[src/rtl/universal_register_pkg.sv]
// Shared definitions for the universal register: operation encoding used by RTL and bench.
package universal_register_pkg;

  typedef enum logic [2:0] {
    HOLD    = 3'd0,
    LOAD    = 3'd1,
    INC     = 3'd2,
    DEC     = 3'd3,
    SHL     = 3'd4,
    SHR     = 3'd5,
    SAVE    = 3'd6,
    RESTORE = 3'd7
  } op_e;

endpackage

[src/rtl/universal_register.sv]
// Universal register: load/inc/dec/shift with a carry flag and a one-deep shadow save/restore slot.
module universal_register
  import universal_register_pkg::*;
#(
  parameter int               WIDTH       = 8,
  parameter logic [WIDTH-1:0] RESET_VALUE = {WIDTH{1'b0}}
) (
  input  logic             clk,
  input  logic             reset,
  input  logic             enable,
  input  logic [2:0]       op,
  input  logic [WIDTH-1:0] in,
  input  logic             serial_in,
  output logic [WIDTH-1:0] out,
  output logic             carry,
  output logic             zero
);

  logic [WIDTH-1:0] out_r;
  logic [WIDTH-1:0] shadow_r;
  logic             carry_r;

  logic [WIDTH-1:0] out_nxt_s;
  logic [WIDTH-1:0] shadow_nxt_s;
  logic             carry_nxt_s;
  op_e              op_s;

  assign op_s = op_e'(op);

  // Next-state selection; every path starts from hold so unlisted fields keep their value.
  always_comb begin
    out_nxt_s    = out_r;
    carry_nxt_s  = carry_r;
    shadow_nxt_s = shadow_r;
    if (enable) begin
      case (op_s)
        HOLD: begin
          out_nxt_s = out_r;
        end
        LOAD: begin
          out_nxt_s   = in;
          carry_nxt_s = 1'b0;
        end
        INC: begin
          out_nxt_s   = out_r + {{(WIDTH-1){1'b0}}, 1'b1};
          carry_nxt_s = &out_r;
        end
        DEC: begin
          out_nxt_s   = out_r - {{(WIDTH-1){1'b0}}, 1'b1};
          carry_nxt_s = ~|out_r;
        end
        SHL: begin
          out_nxt_s   = {out_r[WIDTH-2:0], serial_in};
          carry_nxt_s = out_r[WIDTH-1];
        end
        SHR: begin
          out_nxt_s   = {serial_in, out_r[WIDTH-1:1]};
          carry_nxt_s = out_r[0];
        end
        SAVE: begin
          shadow_nxt_s = out_r;
        end
        RESTORE: begin
          out_nxt_s   = shadow_r;
          carry_nxt_s = 1'b0;
        end
        default: begin
          out_nxt_s = out_r;
        end
      endcase
    end else begin
      out_nxt_s = out_r;
    end
  end

  // State registers; reset wins over any op presented on the same edge.
  always_ff @(posedge clk) begin
    if (reset) begin
      out_r    <= RESET_VALUE;
      shadow_r <= RESET_VALUE;
      carry_r  <= 1'b0;
    end else begin
      out_r    <= out_nxt_s;
      shadow_r <= shadow_nxt_s;
      carry_r  <= carry_nxt_s;
    end
  end

  assign out   = out_r;
  assign carry = carry_r;
  assign zero  = ~|out_r;

endmodule

[config.mk]
export PLATFORM = sky130hd
export DESIGN_NAME = universal_register
export DESIGN_NICKNAME = d
export VERILOG_FILES = /design/src/rtl/universal_register_pkg.sv /design/src/rtl/universal_register.sv
export SDC_FILE = /design/constraint.sdc
export NUM_CORES = 1
export LEC_CHECK = 0
export CAP_MARGIN = 20
export CORE_MARGIN = 1
export CORE_UTILIZATION = 52
export CTS_CLUSTER_SIZE = 28
export DETAILED_ROUTE_END_ITERATION = 10
export PLACE_DENSITY = 0.81
export SLEW_MARGIN = 20
export SYNTH_ARGS = -nofsm -noshare
export SYNTH_HDL_FRONTEND = slang
export SYNTH_SLANG_ARGS = --single-unit
[constraint.sdc]
create_clock -name clk -period 2.14 [get_ports clk]
set_input_delay 0.321 -clock clk [delete_from_list [all_inputs] [get_ports clk]]
set_output_delay 0.321 -clock clk [all_outputs]
set_load 0.01 [all_outputs]
==> results.cfg <==
[critical_path]
cp.required_ns = 1.82
max_stage_delay_ns = 0.57
critPathSlowestCell = or4_4
cp_cell_sequence = or4_4 > nor2_4 > nor4b_4 > buf_2
worstPathArrival_ns = 1.72
path_class = reg2out
crit_path_start_kind = flop
critPathBufInv = 1
cp_top_family = simple AND/OR/NAND/NOR gates
end_kind = output port
cp_max_fo = 3

[power]
p_switching_uw = 321
power.internal_uw = 596
seqPwrFrac = 0.383
power_frac_comb = 0.411
ir_drop_uv = 437
pwr-share-clk = 0.206
p_total_uw = 917
powerDensity_nw_per_um2 = 500
swShare = 0.350
leakagePower_uw = 0.000718

[global_route]
grt_antenna_before_repair = 0
grt_pass1_vias = 1475
grt_max_degree = 15
grt_pass1_wl_um = 6820
gr-usage-all-layers = 0.334
overflow = 0

[yosys]
synth_fp_nets = 185
postSynthAreaPerCell_um2 = 8.00
synth_seq_cells = 17
synth.top_cell.area_share = 0.253
async_reset_ff_frac = 0
ys_types = 50
synth_edf_count = 0
synth_ff_type = dfxtp_1
yosys.area.top_type = dfxtp_1
yosysWarningCount = 0
mappedNetlistArea_um2 = 1340
syn_inst = 168
synth_seq_area_share = 0.253
yosys-top-cells-area = dfxtp_1, nand2_1, a21oi_1

[floorplan]
io_pins = 25
die_x_um = 52.8
coreArea_um2 = 2450
die_area_um2 = 2790
core.rowCount = 18
die_y_um = 52.8
start_util = 0.547

[clock_tree]
tritoncts = built
ctsLongestPathBuffers = 2
cts_hold_buf = 0
cts_buffers = 3
htreeDepth = 1
cts_root_buffer = clkbuf_4
clock_latency_ns = 0.31
post_cts_buffers = 0
cts.sinks = 17
clk_pin_slew_ns = 0.11

[sta]
rsz0062_at_grt = no
slew_headroom = 0.729
hold_viol_final = 0
tightest_slew_ns = 0.401
fmax_mhz = 489
period_minus_slack_ns = 2.04
fin_crit_sh = 0.955
skew_ns = 0.00394
final_max_slew_viol_count = 0
setup_violations = 0
timing.hold.ws_ns = 0.467

[routing]
drc = 0
route.detailed.wl_per_inst_um = 16.9
postRouteAntennaNets = 0
routed-via-count = 1576
initialDrtViolationCount = 67
firstDrtPassIters = 5
wl_um = 4170
via_per_inst = 6.38

[finish]
fin_area_um2 = 1830
drive_gt1_frac = 0.244
syn_to_final_growth_pct = 36.5
antenna_cells = 0
fillers = 186
fin_cells = 247
layout.nets = 235
fin_util = 0.747

[placed_design]
io_buffers = 24
place_inst = 243
dp_hpwl_um = 3120
post_dp_cell_area_um2 = 1810
gp_congestion = 0.915

[hold_path]
hp-class = reg2reg

[status]
status = completed

[flow_run]
cap_violations = 0
[state kept, by name (all words and copies together) (netlist names)]
register  cells
out           8
shadow_r      8
carry         1
[worst paths after layout]
kind                             startpoint           to  slack, ns  cells after the start
worst min register to register  shadow_r[0]  shadow_r[0]       0.47                      2
worst min-delay path            shadow_r[0]  shadow_r[0]       0.47                      2
worst max register to register       out[1]       out[4]       0.37                      7
worst max-delay path                 out[2]         zero        0.1                      4
[synth_stat cells, types with 3 or more instances]
cell type / count
inv_1: 5
dfxtp_1: 17
a221oi_2: 3
o21ai_0: 6
o221ai_1: 4
nand2_1: 28
nor4_1: 3
nand2b_1: 3
a22o_1: 7
nor2_1: 7
nor3_1: 3
nor2b_1: 5
clkbuf_1: 6
a21oi_1: 15
nand3_1: 3
buf_2: 5
[power groups by stage]
stage / registers [uW] / logic, uW / clock network [uW]
6_report: 351 / 377 / 189
5_1_grt: 354 / 405 / 200
4_1_cts: 351 / 374 / 186
3_5_place_dp: 358 / 370 / 0
3_3_place_gp: 357 / 361 / 0
2_1_floorplan: 363 / 196 / 0
[repair_timing]
item                       4_1_cts  5_1_grt
pin swaps                        0        0
gates resized for setup          4        1
setup endpoints to repair        1        1
[metal layers]
| layer | routed length (um) | GRT usage | up-vias |
|---|---|---|---|
| li1 | - | - | 737 |
| met1 | 1690 | 0.431 | 730 |
| met2 | 1980 | 0.551 | 94 |
| met3 | 386 | 0.0696 | 15 |
| met4 | 111 | 0.101 | 0 |
| met5 | 0 | 0 | - |
[cells by family (layout without fill, tap and decap cells)]
kind of cell	count (synthesis)	in the layout	synth area share
AO/OA/AOI/OAI	55	55	0.306
XOR/XNOR	2	2	0.0130
adder cells (fa/ha/maj)	2	2	0.0186
buffers and inverters	18	67	0.0661
flip-flops	17	17	0.253
multiplexers	6	6	0.0540
AND/OR/NAND/NOR	68	68	0.289
[tightest hold or removal path: stages, from the launching register on]
cell	delay (ns)
dfxtp_1	0.33
nand2_1	0.05
a21oi_1	0.05
[layout make-up]
type / count / area [um2] / share of cell area
clock buffer: 3 / 22.5 / 0.0123
clock inverter: 1 / 5.00 / 0.00273
inverter: 5 / 18.8 / 0.0102
multi-input combinational: 133 / 920 / 0.501
sequential: 17 / 340 / 0.186
tap: 30 / 37.5 / 0.0205
timing repair buffer: 58 / 490 / 0.267
[metrics by stage]
step / TNS (ns) / setup slack (ns)
after global placement: -0.360 / -0.102
after floorplan: 0 / 0.257
after detailed placement: -0.793 / -0.164
final: 0 / 0.0964
after CTS: 0 / 0.0220
after global routing: 0 / 0.00110
[cells in the final DEF, fill, tap and decap left out, drive strengths merged, types with 4 or more instances in the layout]
cell type / n
buf: 35
nand2: 28
clkdlybuf4s50: 23
dfxtp: 17
a21oi: 16
nor2: 8
a22o: 7
o21ai: 7
inv: 5
nor2b: 5
nor4: 5
o221ai: 4
nor3: 4
mux2: 4
(Power assumes the default switching activity.)
